**config.mk**
```make
export PLATFORM = sky130hd
export DESIGN_NAME = pingpong_bank_writer
export DESIGN_NICKNAME = d
export VERILOG_FILES = /design/src/rtl/pingpong_bank_writer.sv
export SDC_FILE = /design/constraint.sdc
export NUM_CORES = 1
export LEC_CHECK = 0
export CAP_MARGIN = 10
export CORE_ASPECT_RATIO = 0.5
export CORE_MARGIN = 8
export CORE_UTILIZATION = 50
export DETAILED_ROUTE_END_ITERATION = 12
export DONT_BUFFER_PORTS = 1
export PLACE_DENSITY = 0.78
export SYNTH_ARGS = -nofsm -noshare
export SYNTH_HDL_FRONTEND = slang
export SYNTH_SLANG_ARGS = --single-unit
```
**constraint.sdc**
```tcl
create_clock -name clk -period 1.75 [get_ports clk]
set_input_delay 0.0875 -clock clk [delete_from_list [all_inputs] [get_ports clk]]
set_output_delay 0.0875 -clock clk [all_outputs]
set_load 0.05 [all_outputs]
```
**src/rtl/pingpong_bank_writer.sv**
```systemverilog
// Write side of a two-bank ping-pong buffer: fills ram1/ram2 alternately from a
// valid/ready byte stream and offers each completed bank to the reader until released.
module pingpong_bank_writer #(
  parameter int DATA_W = 8,
  parameter int ADDR_W = 5,
  parameter int DEPTH  = 32
) (
  input  logic              clk,
  input  logic              resetn,
  input  logic              in_valid,
  input  logic [DATA_W-1:0] in_data,
  output logic              in_ready,
  output logic              ram1_write_en,
  output logic [ADDR_W-1:0] ram1_write_address,
  output logic [DATA_W-1:0] ram1_write_data,
  output logic              ram2_write_en,
  output logic [ADDR_W-1:0] ram2_write_address,
  output logic [DATA_W-1:0] ram2_write_data,
  output logic              full_valid,
  output logic              full_bank,
  input  logic              full_release
);

  typedef enum logic {ST_FILL, ST_WAIT} state_t;

  localparam logic [ADDR_W-1:0] LAST_PTR = ADDR_W'(DEPTH - 1);

  state_t            state_reg, state_next;
  logic              wr_bank_reg, wr_bank_next;
  logic [ADDR_W-1:0] wr_ptr_reg, wr_ptr_next;
  logic [1:0]        bank_full_reg, bank_full_next;
  logic              full_valid_reg;
  logic              full_bank_reg, full_bank_next;
  logic              accept;
  logic              release_ok;

  logic              bank_we   [2];
  logic [ADDR_W-1:0] bank_addr [2];
  logic [DATA_W-1:0] bank_data [2];

  assign in_ready   = (state_reg == ST_FILL);
  assign accept     = in_valid & in_ready;
  assign release_ok = full_release & full_valid_reg;

  always_comb begin
    state_next     = state_reg;
    wr_bank_next   = wr_bank_reg;
    wr_ptr_next    = wr_ptr_reg;
    bank_full_next = bank_full_reg;
    full_bank_next = full_bank_reg;

    // Release is applied first so a bank freed this cycle is already usable
    // by a bank switch happening in the same cycle.
    if (release_ok) begin
      bank_full_next[full_bank_reg] = 1'b0;
    end

    case (state_reg)
      ST_FILL: begin
        if (accept) begin
          if (wr_ptr_reg == LAST_PTR) begin
            bank_full_next[wr_bank_reg] = 1'b1;
            wr_bank_next = ~wr_bank_reg;
            wr_ptr_next  = '0;
            if (bank_full_next[~wr_bank_reg]) begin
              state_next = ST_WAIT;
            end
          end else begin
            wr_ptr_next = wr_ptr_reg + 1'b1;
          end
        end
      end
      ST_WAIT: begin
        if (!bank_full_next[wr_bank_reg]) begin
          state_next = ST_FILL;
        end
      end
      default: state_next = ST_FILL;
    endcase

    // With both banks full the already-offered (older) bank keeps its place.
    case (bank_full_next)
      2'b01:   full_bank_next = 1'b0;
      2'b10:   full_bank_next = 1'b1;
      default: full_bank_next = full_bank_reg;
    endcase
  end

  always_ff @(posedge clk or negedge resetn) begin
    if (!resetn) begin
      state_reg      <= ST_FILL;
      wr_bank_reg    <= 1'b0;
      wr_ptr_reg     <= '0;
      bank_full_reg  <= 2'b00;
      full_valid_reg <= 1'b0;
      full_bank_reg  <= 1'b0;
    end else begin
      state_reg      <= state_next;
      wr_bank_reg    <= wr_bank_next;
      wr_ptr_reg     <= wr_ptr_next;
      bank_full_reg  <= bank_full_next;
      full_valid_reg <= |bank_full_next;
      full_bank_reg  <= full_bank_next;
    end
  end

  genvar gi;
  generate
    for (gi = 0; gi < 2; gi++) begin : g_bank
      localparam logic BANK = (gi == 1);
      logic              we_reg;
      logic [ADDR_W-1:0] addr_reg;
      logic [DATA_W-1:0] data_reg;

      always_ff @(posedge clk or negedge resetn) begin
        if (!resetn) begin
          we_reg   <= 1'b0;
          addr_reg <= '0;
          data_reg <= '0;
        end else begin
          we_reg <= accept && (wr_bank_reg == BANK);
          if (accept && (wr_bank_reg == BANK)) begin
            addr_reg <= wr_ptr_reg;
            data_reg <= in_data;
          end
        end
      end

      assign bank_we[gi]   = we_reg;
      assign bank_addr[gi] = addr_reg;
      assign bank_data[gi] = data_reg;
    end
  endgenerate

  assign ram1_write_en      = bank_we[0];
  assign ram1_write_address = bank_addr[0];
  assign ram1_write_data    = bank_data[0];
  assign ram2_write_en      = bank_we[1];
  assign ram2_write_address = bank_addr[1];
  assign ram2_write_data    = bank_data[1];
  assign full_valid         = full_valid_reg;
  assign full_bank          = full_bank_reg;

endmodule

```
# Yosys cells after proc, flatten, opt, wreduce, memory -nomap -nowiden

Cells that the tools add are included.

Add/subtract/negate cells: 1
Multiply operators: 0
Div/mod/pow operators: 0
Order comparisons: 5
Equal/unequal tests: 3
Shift operators: 0
Mux-type cells: 19
Bitwise operators: 7
Reduce and logical (&&, ||, !) cells: 8

Operators with widths:

| kind                | count |
|---|---|
| $mux 1              | 10 |
| $mux 2              | 4 |
| $lt 1x2->1 const B  | 3 |
| $add 5x1->5 const B | 1 |
| $eq 5x5->1 const B  | 1 |
| $mux 5              | 1 |
| $logic_and 1x1->1   | 4 |
| $pmux 1 s2          | 2 |
| $reduce_and 3->1    | 1 |
| $and 1x1->1         | 2 |
| $and 2x2->2         | 1 |
| $demux 1 s1         | 2 |
| $eq 2x1->1 const B  | 1 |
| $eq 2x2->1 const B  | 1 |
| $ge 1x1->1 const B  | 2 |
| $not 1->1           | 2 |
| $not 2->2           | 1 |
| $or 2x2->2          | 1 |
| $reduce_and 2->1    | 1 |
| $reduce_bool 2->1   | 1 |
| $reduce_or 2->1     | 1 |

Bits in registers: 39
Latch bits: 0
Memory bits (writable): 0
Bits in read-only memories: 0
Bits of input ports: 12
Output and inout bits: 31
Word-level logic and storage cells: 55
Memories: 0

# Depth between registers and ports, before layout

Gate-level depths: netlist (run 1).

Word-level depth: 14
Depth in mapped cells: 7
Gate-level depth less buffers: 7

# Least setup slack after synthesis (run 1)

No wires, ideal clock.

Path kind: flip-flop to flip-flop
Start point: register wr_ptr_reg[0]
End point: register full_bank_reg, in the netlist full_bank
Setup time: 0.125 ns
Arrival time: 1.792 ns
Required time: 1.625 ns
Path slack: -0.167 ns
Cell stages (with the launch flop): 8
Path buffers: 0
Period minus slack after synthesis: 1.917 ns
Cells stage by stage: dfrtp_1 -> ha_1 -> and3_1 -> ha_1 -> inv_1 -> o21ai_0 -> ha_1 -> mux2_2

Cells in the longest elaborated chain, start to end: 6
Elaborated cells between the ends (all ways): 8
Those cells by class: eq/ne: 3; mux: 4; reduce/logical: 1

Ends and longest elaborated chain:

| element                                                | RTL line | RTL |
|---|---|---|
| start, declared                                        | 30       | `logic [ADDR_W-1:0] wr_ptr_reg, wr_ptr_next;` |
| start signal, assigned                                 | 100      | `wr_ptr_reg <= wr_ptr_next;` |
| $eq 5x5->1 *                                           | 61       | `if (wr_ptr_reg == LAST_PTR) begin` |
| $mux 2 *                                               | 61       |  |
| $mux 2 *                                               | 60       | `if (accept) begin` |
| $mux 2 *                                               | 58       | `case (state_reg)` |
| $eq 2x2->1 / $eq 2x1->1 (equally long branches)        | 82       | `case (bank_full_next)` |
| $pmux 1 s2 / $reduce_bool 2->1 (equally long branches) | --       |  |
| end signal, assigned                                   | 103      | `full_bank_reg <= full_bank_next;` |
| end, declared                                          | 33       | `logic full_bank_reg, full_bank_next;` |

Every way passes the cells marked *; elsewhere a longest branch is shown, timed or not.
A chain may end at the register's enable or synchronous reset.

# Worst setup path in the final report (run 1)

Ends and elaborated chain as after synthesis.

==> results of run 1 <==
==> worst max path at each step <==
stage,start,to,slack [ns],cells after the start
3_5_place_dp,wr_ptr_reg[0],full_bank,0.005,7
5_1_grt,wr_ptr_reg[0],full_bank,-0.05,7
3_3_place_gp,wr_ptr_reg[1],full_bank,0.06,7
4_1_cts,wr_ptr_reg[0],full_bank,-0.003,7
6_report,wr_ptr_reg[0],full_bank,0.002,7
2_1_floorplan,wr_ptr_reg[1],full_bank,-0.01,7
==> what timing repair did <==
action / in CTS / in global routing
hold buffers: 10 / 0
gates resized for setup: 4 / 0
pin swaps: 2 / 0
gates cloned: 0 / 0
endpoints found under the setup margin: 1 / 1
hold endpoints to repair: 55 / 0
setup buffers: 1 / 0
==> logic make-up (layout without fill, tap and decap cells) <==
logic type      after synthesis  in the layout  synth area share (%)
fa+ha+maj                     3              3                  2.33
xor+xnor                      1              1                 0.543
compound gates               13             13                  4.96
simple gates                 24             24                  8.68
flops                        39             39                  60.5
buf+inv                       6             32                  2.56
mux                          27             27                  20.5
==> layout make-up <==
| cell class | count | area, µm² | share of cell area [%] |
|---|---|---|---|
| inverters | 3 | 11.3 | 0.581 |
| well taps | 40 | 50.0 | 2.58 |
| repair buffers | 21 | 193 | 9.94 |
| flip-flops and latches | 39 | 976 | 50.3 |
| clock buffers | 7 | 76.3 | 3.94 |
| multi-input cells | 68 | 628 | 32.4 |
| clock inverters | 1 | 5.00 | 0.258 |
==> metrics by stage <==
| stage | setup slack (ns) | total power [mW] | hold slack (ns) | instances |
|---|---|---|---|---|
| CTS | -0.00280 | 3.54 | 0.0136 | 179 |
| global route | -0.0517 | 3.67 | 0.0381 | 179 |
| floorplan | -0.0150 | 2.70 | -0.208 | 113 |
| detailed placement | 0.00489 | 2.92 | -0.207 | 160 |
| finish | 0.00237 | 3.50 | 0.0221 | 179 |
| global placement | 0.0556 | 2.87 | -0.207 | 160 |
==> cell usage in the layout (no fill, tap or decap) <==
cell,instances
buf_12,1
nor2_1,1
dlygate4sd3_1,9
a21boi_2,1
dfrtp_1,39
buf_4,11
nand2b_1,1
xnor2_1,1
nand2_1,10
o22ai_1,1
and3_4,1
o21ai_0,6
clkbuf_1,2
nor2b_1,2
clkinv_2,1
nand3b_1,1
inv_2,1
ha_2,1
inv_1,2
ha_1,1
nand3_1,4
mux2_4,8
nand2b_4,1
and2b_4,1
nand2_4,1
a32oi_1,2
o21ai_2,1
ha_4,1
mux2_2,19
nor2_4,1
clkbuf_8,5
a31oi_1,1
o31ai_1,1
==> power breakdown <==
| part | total [mW] | internal [mW] | switching [mW] |
|---|---|---|---|
| clock network | 0.574 | 0.280 | 0.294 |
| registers | 2.25 | 1.18 | 1.07 |
| logic | 0.678 | 0.406 | 0.272 |
==> synthesized netlist by cell type (2+ instances only) <==
library cell / count / share of area [%]
a32oi_1: 2 / 1.1
buf_6: 2 / 1.4
dfrtp_1: 39 / 60
ha_1: 3 / 2.3
inv_1: 3 / 0.70
mux2_2: 20 / 14
mux2_4: 7 / 6.5
nand2_1: 10 / 2.3
nand3_1: 4 / 1.2
nor2b_1: 2 / 0.78
o21ai_0: 7 / 2.2
==> per-layer routing <==
metal	vias up	global-route usage, %	share of wire, %
li1	442	-	-
met1	482	15.3	41
met2	27	21.7	51
met3	6	4.71	6.0
met4	0	6.41	1.7
met5	-	0	0
==> worst min-delay path: stages <==
cell      delay (ns)
nand2b_4        0.07
nand2_1         0.07
nand2_1         0.04
==> flow_summary.yaml, run 1 <==
synthesis:
  avgSynthCellArea_um2: 14.3
  synth-async-reset-ratio_pct: 100
  yosysWarnings: 0
  netlist_instances: 113
  ys_ff_latch: 39
  synth_area_mm2: 0.00161
  synth_edf_count: 0
  ys_types: 25
  yosys_most_used_dff: "dfrtp_1"
  yosysSeqAreaShare_pct: 60.5
  synthesis.nets: 128
timing:
  finalClockSkew_ns: 0.00187
  min_period_ns: 1.75
  setup_viol: 0
  worstMarginPinSlew_ns: 0.499
  slew_headroom_pct: 66.7
  slew_violations: 0
  rsz0062_at_grt: "yes"
  fin_crit_sh_pct: 99.9
  setup_tns_ns: 0
  finalHoldViolCount: 0
  max_freq_mhz: 572
clock_network:
  clock_path_buffers: 2
  tritoncts: "yes"
  clock-sinks: 39
  cts-buffers-inserted: 5
  cts_max_level: 2
  insertion_delay_ns: 0.28
  cts_root_buffer: "clkbuf_8"
  clk_pin_slew_ns: 0.07
global_route:
  grt_pass1_wl_um: 5490
  grt_pass1_vias: 988
  grt_max_degree: 40
  antenna_found_initial: 0
  track_usage_pct: 13.4
  gr-total-overflow: 0
pwr:
  ir_drop_mv: 0.844
  leakage_nw: 0.934
  power_density_mw_per_mm2: 1810
floorplan:
  row_count: 14
  die_w_um: 96.4
  core_mm2: 0.00305
  die_area_mm2: 0.00541
  initial_utilization_pct: 53.0
  fp.dieH_um: 56.2
  io_pins: 43
run:
  cap_violations: 0
final_layout:
  nets: 153
  drive_gt1_share_pct: 39.6
  layout-area-overhead-vs-synth_pct: 20.2
  fill_cells: 232
  utilization_pct: 63.6
  diodes: 0
  final_area_mm2: 0.00194
worst_setup_path:
  start_kind: "register"
  crit_path_end_kind: "register"
  path_delay_family: "adder cells"
  crit_buf_inv: 1
  crit_chain: "ha_2, and3_4, ha_4, inv_2, o21ai_2, ha_1, mux2_4"
  cp.arrival_ns: 1.92
  cpPeakStageDelay_ns: 0.40
  r2r_cells: 7
  cp_max_fo: 5
  reg2reg_from: "wr_ptr_reg[0]"
  r2r-end: "full_bank"
  slowest_stage: "dfrtp_1"
  critical_path_class: "register to register"
  cp.required_ns: 1.92
  r2r_setup_slack_ns: 0.002
place:
  gp_congestion: 0.780
  dpl_cell_area_mm2: 0.00173
  port-buffer-count: 0
  post-dp-hpwl_um: 2270
route:
  drt_pass1_iterations: 3
  drtAntennaViolNets: 0
  wl_per_cell_um: 18.7
  drt_iter0_drc: 22
  finalWirelength_um: 3340
  num_vias: 957
  drc: 0
  via_per_inst: 5.35
hold_path:
  hp-class: "primary input to register"
  holdCritStartpoint: "in_valid"
  whs_path_depth: 3
  min_to: "wr_ptr_reg[1]"
run_status:
  status: "finished clean"
(Power assumes the default switching activity.)
==> inputs of run 2 (changes only) <==
--- a/config.mk
+++ b/config.mk
@@ -11,7 +11,7 @@
 export CORE_UTILIZATION = 50
 export DETAILED_ROUTE_END_ITERATION = 12
 export DONT_BUFFER_PORTS = 1
-export PLACE_DENSITY = 0.78
+export PLACE_DENSITY = 0.75
 export SYNTH_ARGS = -nofsm -noshare
 export SYNTH_HDL_FRONTEND = slang
 export SYNTH_SLANG_ARGS = --single-unit
==> constraint.sdc (replaced) <==
create_clock -name clk -period 2.2 [get_ports clk]
set_input_delay 0.11 -clock clk [delete_from_list [all_inputs] [get_ports clk]]
set_output_delay 0.11 -clock clk [all_outputs]
set_load 0.05 [all_outputs]
==> flow_summary.yaml, run 2 (synthesis gave the netlist of run 1 again) <==
worst_setup_path:
  critical_path_class: "register to register"
  cp.required_ns: 2.38
  crit_path_end_kind: "register"
  start_kind: "register"
  cp.arrival_ns: 2.23
  r2r_setup_slack_ns: 0.15
  cp_max_fo: 7
clock_network:
  cts_max_level: 2
  clock-sinks: 39
  clock_path_buffers: 2
  clk_pin_slew_ns: 0.08
  cts_root_buffer: "clkbuf_8"
  cts-buffers-inserted: 5
  insertion_delay_ns: 0.29
  tritoncts: "yes"
  cts_setup_buffers: 0
place:
  port-buffer-count: 0
  gp_congestion: 0.791
  dpl_cell_area_mm2: 0.00166
  post-dp-hpwl_um: 2090
  pre_cts_slack_ns: 0.150
global_route:
  gr-total-overflow: 0
  grt_pass1_vias: 987
  antenna_found_initial: 0
  grt_max_degree: 40
  track_usage_pct: 12.2
  grt_pass1_wl_um: 5020
final_layout:
  nets: 145
  diodes: 0
  final_cell_mix: "dfrtp_1, mux2_2, nand2_1"
  final_area_mm2: 0.00189
  layout-area-overhead-vs-synth_pct: 16.8
  drive_gt1_share_pct: 33.6
  layout_commonest_cell: "dfrtp_1"
route:
  wl_met2_um: 1480
  finalWirelength_um: 3020
  via_per_inst: 5.40
  num_vias: 924
  highest-signal-layer: "met4"
  drtAntennaViolNets: 0
  drc: 0
  wl_met3_um: 200
  drt_iter0_drc: 35
  drt_pass1_iterations: 4
  wl_per_cell_um: 17.7
  m1WireLength_um: 1270
floorplan:
  initial_utilization_pct: 53.0
  die_area_mm2: 0.00541
  row_count: 14
  core_mm2: 0.00305
  io_pins: 43
  fp.dieH_um: 56.2
  die_w_um: 96.4
timing:
  rsz0062_at_grt: "no"
  slew_headroom_pct: 66.9
  slew_violations: 0
  min_period_ns: 2.05
  finalClockSkew_ns: 0.00588
  setup_tns_ns: 0
  finalWorstSetupSlack_ns: 0.147
  setup_viol: 0
  worstMarginPinSlew_ns: 0.497
  finalHoldViolCount: 0
  fin_crit_sh_pct: 93.3
  max_freq_mhz: 487
pwr:
  leakage_nw: 0.914
  power_density_mw_per_mm2: 1520
  ir_drop_mv: 0.741
  p_total_mw: 2.86
hold_path:
  hp-class: "primary input to register"
run_status:
  status: "finished clean"
run:
  cap_violations: 0
[run 2: area by class of cell]
cell class / instances / area (µm²)
multi-input combinational: 68 / 597
inverter: 3 / 11.3
sequential: 39 / 977
clock buffer: 6 / 82.6
tap: 40 / 50.0
clock inverter: 2 / 35.0
fill: 251 / 1160
timing repair buffer: 13 / 133
[run 2: layer usage]
metal	vias to the layer above	track usage [%]
met4	0	7.91
met3	7	4.31
met2	25	19.1
met5	-	0
met1	464	13.6
li1	428	-
[run 2: final timing paths]
| kind | from | to | cells past startpoint |
|---|---|---|---|
| max | wr_ptr_reg[0] | full_bank | 7 |
| min | in_valid | wr_ptr_reg[1] | 3 |
| max reg2reg | wr_ptr_reg[0] | full_bank | 7 |
| min reg2reg | wr_ptr_reg[3] | wr_ptr_reg[3] | 1 |
| max in group asynchronous | resetn | wr_ptr_reg[0] | 2 |
| min in group asynchronous | resetn | ram1_write_address[2] | 2 |
[run 2: power breakdown]
part	switching (mW)	internal [mW]
clock network	0.243	0.367
registers	0.855	0.939
logic	0.178	0.281
[run 2: critical path: stages, from the launching register on]
cell and delay [ns]:
dfrtp_2 0.45, ha_1 0.24, and3_1 0.19, ha_1 0.22, inv_1 0.12, o21ai_0 0.10, ha_1 0.30, mux2_2 0.32
[run 2: timing repair]
action                                  4_1_cts  5_1_grt
resized for setup                             0        1
endpoints found under the setup margin        0        1
hold buffers                                 10        0
endpoints found under the hold margin        55        0
[run 2: metrics by stage]
stage | hold slack (ns) | utilization (%) | instances
after floorplan | -0.186 | - | 113
after global placement | -0.185 | 54.4 | 153
after detailed placement | -0.185 | 54.4 | 153
after CTS | 0.0338 | 61.8 | 171
after global routing | 0.0492 | 61.9 | 171
final | 0.0378 | 61.9 | 171
